`src/rtl/spi_pkg.sv`:
```
// Shared constants and helpers for the SPI sequence detector slice.
package spi_pkg;

    localparam logic MODE_OVERLAP    = 1'b0;
    localparam logic MODE_NONOVERLAP = 1'b1;

    localparam int DEFAULT_W     = 8;
    localparam int DEFAULT_CNT_W = 8;

    // Bits needed to hold a fill level running from 0 up to and including w.
    function automatic int stateWidth(input int w);
        return $clog2(w + 1);
    endfunction

endpackage

```
`src/rtl/sat_counter.sv`:
```
// Saturating match counter with a sticky overflow flag; a clear beats a
// coincident increment.
module sat_counter #(
    parameter int CNT_W = 8
) (
    input  logic             i_Clk,
    input  logic             i_Rst,
    input  logic             i_Inc,
    input  logic             i_Clr,
    output logic [CNT_W-1:0] o_Count,
    output logic             o_Sat
);

    logic [CNT_W-1:0] r_Count;
    logic             r_Sat;

    always_ff @(posedge i_Clk or negedge i_Rst) begin
        if (!i_Rst) begin
            r_Count <= '0;
            r_Sat   <= 1'b0;
        end else if (i_Clr) begin
            r_Count <= '0;
            r_Sat   <= 1'b0;
        end else if (i_Inc) begin
            // At all-ones the count holds and the overflow is remembered instead.
            if (r_Count == {CNT_W{1'b1}}) begin
                r_Sat <= 1'b1;
            end else begin
                r_Count <= r_Count + CNT_W'(1);
            end
        end
    end

    assign o_Count = r_Count;
    assign o_Sat   = r_Sat;

endmodule

```
`src/rtl/spi_seq_detector.sv`:
```
// Serial pattern detector for the SPI receive path: shifts in one bit per
// valid strobe and flags when the last W bits equal a loadable pattern.
module spi_seq_detector
    import spi_pkg::*;
#(
    parameter int W     = DEFAULT_W,
    parameter int CNT_W = DEFAULT_CNT_W,
    parameter int ST_W  = stateWidth(W)
) (
    input  logic             i_Clk,
    input  logic             i_Rst,
    input  logic             i_Valid,
    input  logic             i_Data,
    input  logic             i_Load,
    input  logic [W-1:0]     i_Pattern,
    input  logic             i_Mode,
    input  logic             i_Clr,
    output logic [ST_W-1:0]  o_State,
    output logic             o_Match,
    output logic [CNT_W-1:0] o_Count,
    output logic             o_Sat
);

    logic [W-1:0]    r_Hist;
    logic [W-1:0]    r_Pattern;
    logic [ST_W-1:0] r_State;
    logic            r_Match;

    logic [W-1:0]    w_NextHist;
    logic [ST_W-1:0] w_NextState;
    logic            w_Hit;

    assign w_NextHist  = {r_Hist[W-2:0], i_Data};
    assign w_NextState = (r_State == ST_W'(W)) ? r_State : r_State + ST_W'(1);

    // A hit needs a full window of fresh bits; a load cycle never hits.
    assign w_Hit = i_Valid && !i_Load
                && (w_NextState == ST_W'(W))
                && (w_NextHist == r_Pattern);

    always_ff @(posedge i_Clk or negedge i_Rst) begin
        if (!i_Rst) begin
            r_Hist    <= '0;
            r_Pattern <= '0;
            r_State   <= '0;
            r_Match   <= 1'b0;
        end else if (i_Load) begin
            r_Pattern <= i_Pattern;
            r_Hist    <= '0;
            r_State   <= '0;
            r_Match   <= 1'b0;
        end else begin
            r_Match <= w_Hit;
            if (i_Valid) begin
                // Non-overlapping mode starts a fresh window after every hit.
                if (w_Hit && (i_Mode == MODE_NONOVERLAP)) begin
                    r_Hist  <= '0;
                    r_State <= '0;
                end else begin
                    r_Hist  <= w_NextHist;
                    r_State <= w_NextState;
                end
            end
        end
    end

    sat_counter #(
        .CNT_W (CNT_W)
    ) u_counter (
        .i_Clk   (i_Clk),
        .i_Rst   (i_Rst),
        .i_Inc   (w_Hit),
        .i_Clr   (i_Clr),
        .o_Count (o_Count),
        .o_Sat   (o_Sat)
    );

    assign o_State = r_State;
    assign o_Match = r_Match;

endmodule

```
`config.mk`:
```
export PLATFORM = sky130hd
export DESIGN_NAME = spi_seq_detector
export DESIGN_NICKNAME = d
export VERILOG_FILES = /design/src/rtl/spi_pkg.sv /design/src/rtl/sat_counter.sv /design/src/rtl/spi_seq_detector.sv
export SDC_FILE = /design/constraint.sdc
export NUM_CORES = 1
export LEC_CHECK = 0
export BUFFER_PORTS_ARGS = -buffer_cell sky130_fd_sc_hd__buf_2
export CAP_MARGIN = 30
export CORE_UTILIZATION = 48
export DETAILED_ROUTE_END_ITERATION = 8
export PLACE_DENSITY_LB_ADDON = 0.1
export SETUP_SLACK_MARGIN = 0.1
export SYNTH_ARGS = -nofsm -noshare
export SYNTH_HDL_FRONTEND = slang
export SYNTH_HIERARCHICAL = 1
export SYNTH_SLANG_ARGS = --single-unit
```
`constraint.sdc`:
```
create_clock -name i_Clk -period 2.2 [get_ports i_Clk]
set_clock_uncertainty 0.1 [all_clocks]
set_input_delay 0.22 -clock i_Clk [delete_from_list [all_inputs] [get_ports i_Clk]]
set_output_delay 0.22 -clock i_Clk [all_outputs]
set_load 0.05 [all_outputs]
```
==> metrics.md <==
| Metric | Value |
|---|---|
| Status | `finished, violations left` |
| Failing checks | `design-rule violations, negative setup slack` |
| Core Rows | `19` |
| Post-Synth Adder-Cell Area | `0.0257` |
| Compound-Gate Fraction of Synth Area | `0.129` |
| Worst slew pin tran | `approximately 0.63 ns` |
| Core area | `roughly 2800 µm²` |
| Commonest non-fill, non-tap cell in the layout | `buf_2` |
| Number of flops mapped to enable cells by yosys | `0` |
| Avg Cell Area, Syn | `approximately 11 µm²` |
| Final Setup Violations | `2` |
| Fmax | `around 0.45 GHz` |
| Worst setup SP type | `flop` |
| Crit path capture type | `flop` |
| Seq/Total Area, Yosys | `0.497` |
| Clk sink count | `29` |
| CTS tree | `done` |
| # DRC | `3` |
| CTS Root Cell | `clkbuf_4` |
| Initial detailed-routing violation count | `71` |
| Grt total ovfl | `0` |
| Post-Place Setup Slack | `-0.0440 ns` |
| Number of fill cells | `around 240` |
| Max Root-Sink Buffers | `2` |
| Hold crit path type | `primary input to flop` |
| Xor and xnor area share after synthesis | `0.0660` |
| H-tree Lvls | `2` |
| Clock power share | `0.307` |
| TNS Setup | `-0.00909 ns` |
| Mux cell area share after synthesis | `0.0857` |
| Most used DFF post-synth | `dfrtp_1` |
| Most frequent cells in the layout | `28 x buf_2, 27 x dfrtp_1, 11 x buf_4` |
| Min Tclk post-route | `roughly 2.2 ns` |
| First-pass GRT wire length | `4.89 mm` |
| Worst Path Arrival | `around 2.4 ns` |
| Area delta synth->final | `26.1%` |
| DP Area | `1680 µm²` |
| Die X | `57.2 µm` |
| Antenna violations before repair | `0` |
| ANT nets after route | `0` |
| Asr flop ratio synth | `1.00` |
| Drt total wl | `roughly 3.0 mm` |
| Final Hold Vio Count | `0` |
| GRT Util Overall | `0.204` |
| Ant. Diodes | `0` |
| Final instance area | `roughly 1800 µm²` |
| Max-slew headroom | `0.577` |
| Die ar. | `~3300 µm²` |
| Pins Over Slew Limit | `0` |
| Peak VDD IR | `roughly 0.41 mV` |
| Die Y | `~57 µm` |
| Comb power frac | `0.143` |
| Min Hold Slack | `between 0.02 and 0.03 ns` |
| Routability congestion estimate from global placement | `between 0.8 and 0.9` |
| Number of buffers created by CTS | `5` |
| Number of port buffers | `28` |
| Share of cells above drive strength 1 | `0.462` |
| Wirelength per Cell | `between 10 and 15 µm` |
| Gate Count Post-Synth | `about 130` |
| Cell variety after synth | `40` |
| Switching part of the total | `0.257` |
| RSZ-0062 raised after global routing | `yes` |
| Initial Utilization | `0.516` |
| Largest net degree at the start of global routing | `30` |
| Number of global-route vias before repair | `around 1100` |
| Pre-Repair DR Iteration Count | `6` |
| Clock-pin slew on the worst setup and hold paths | `about 0.09 ns` |
| Dpl cells | `188` |
| Worst-Skew Late Latency | `0.32 ns` |
| Kind of critical path | `flop to flop` |
| Post-DP HPWL | `approximately 2.0 mm` |
| Vias/cell | `5.66` |
| Fin worst setup slack | `-0.00658 ns` |
| Post-synthesis register bit count | `29` |
| Final Cycle Share | `1.00` |
| Synthesized netlist net count | `~150` |
| Simple-gate share of the synthesized area | `0.167` |
| Power per cell area | `about 570 nW/µm²` |
| Crit-path max FO | `6` |
| Mapped Area | `between 1000 and 1500 µm²` |
| Number of top-level pins | `29` |
| Static Leak | `0.895 nW` |
| Yosys warns | `6` |
| Max-cap violations | `0` |
| Largest family of logic cells by synthesized area | `simple AND/OR/NAND/NOR gates` |
| Detailed-route via count | `roughly 1100` |
| Sequential Power Share | `0.550` |
| Pint | `775 µW` |
| Nets | `about 190` |
| Worst endpoint required time | `between 2 and 2.5 ns` |
| Post-Layout Cell Count | `202` |
| Switch Pwr | `268 µW` |
sequential cells by signal (all words and copies together) (netlist names):
name / cells
r_Pattern: 8
r_Hist: 7
o_Match: 1
u_counter/o_Count: 8
u_counter/o_Sat: 1
o_State: 4
power groups by stage:
stage | Clock [mW] | Sequential, mW | Combinational (mW)
final | 0.320 | 0.574 | 0.149
after CTS | 0.341 | 0.574 | 0.143
after detailed placement | 0 | 0.585 | 0.130
after global placement | 0 | 0.583 | 0.128
after floorplan | 0 | 0.598 | 0.0643
after global routing | 0.361 | 0.577 | 0.166
logic make-up after synthesis:
group                    count (synthesis)
multiplexers                            11
flip-flops                              29
XOR/XNOR                                11
AND/OR/NAND/NOR                         41
buffers and inverters                    9
AO/OA/AOI/OAI                           24
adder cells (fa/ha/maj)                  3
area by class of cell:
type	instances	area [µm²]	share of cell area
Sequential cell	29	728	0.396
Tap cell	31	38.8	0.0211
Clock buffer	7	55.1	0.0299
Inverter	4	15.0	0.00816
Timing Repair Buffer	41	244	0.133
Multi-Input combinational cell	90	759	0.413
worst paths after layout:
check                                startpoint                   end  slack (ns)  cells after the start
worst min register to register  u_counter/o_Sat       u_counter/o_Sat        0.43                      2
max in group asynchronous                 i_Rst            o_State[1]        1.20                      2
worst min-delay path               i_Pattern[5]          r_Pattern[5]        0.03                      2
worst max-delay path                 o_State[0]  u_counter/o_Count[7]      -0.007                      8
min in group asynchronous                 i_Rst  u_counter/o_Count[7]        0.34                      2
worst max register to register       o_State[0]  u_counter/o_Count[7]      -0.007                      8
what timing repair did:
item                                    4_1_cts  5_1_grt
gates resized for setup                      10        4
pin swaps                                     7        7
hold endpoints to repair                     29        0
hold buffers                                  1        0
buffers inserted                              6        2
endpoints found under the setup margin       15       16
cells in the mapped netlist, types with 2 or more instances:
master / count / area share
o21ai_0: 3 / 0.010
clkbuf_1: 2 / 0.0051
nor2b_1: 4 / 0.017
xnor2_1: 6 / 0.036
nand3_1: 2 / 0.0069
a21oi_1: 6 / 0.021
nor2_1: 7 / 0.018
nor3_1: 4 / 0.014
or3_1: 3 / 0.013
nand2_1: 7 / 0.018
a32o_1: 2 / 0.014
a211oi_1: 2 / 0.010
a32o_2: 5 / 0.039
and3_1: 2 / 0.0086
mux2i_1: 2 / 0.014
dfrtp_1: 29 / 0.50
nand2b_1: 2 / 0.0086
nand4_1: 2 / 0.0086
ha_1: 3 / 0.026
inv_1: 4 / 0.010
mux2_2: 8 / 0.062
xor2_1: 5 / 0.030
per-stage QoR:
| step | utilization | power [mW] |
|---|---|---|
| 2_1_floorplan | - | 0.662 |
| 3_3_place_gp | 0.593 | 0.712 |
| 3_5_place_dp | 0.593 | 0.715 |
| 4_1_cts | 0.644 | 1.06 |
| 5_1_grt | 0.651 | 1.10 |
| 6_report | 0.651 | 1.04 |
routing by layer:
metal  vias to the layer above  global-route usage  wire length, µm
li1                        553                   -                -
met1                       551               0.278             1400
met2                        35               0.291             1420
met3                         5              0.0612              155
met4                         0               0.115               46
met5                         -                   0                0
worst max-delay path: stages (launching register included):
cell and delay (ns):
dfrtp_2 0.44, ha_2 0.19, nor2b_1 0.14, a21oi_2 0.17
nand3_2 0.15, nor3_4 0.32, nand4_4 0.17, or3_1 0.33
a21oi_1 0.12
(Power assumes the default switching activity.)
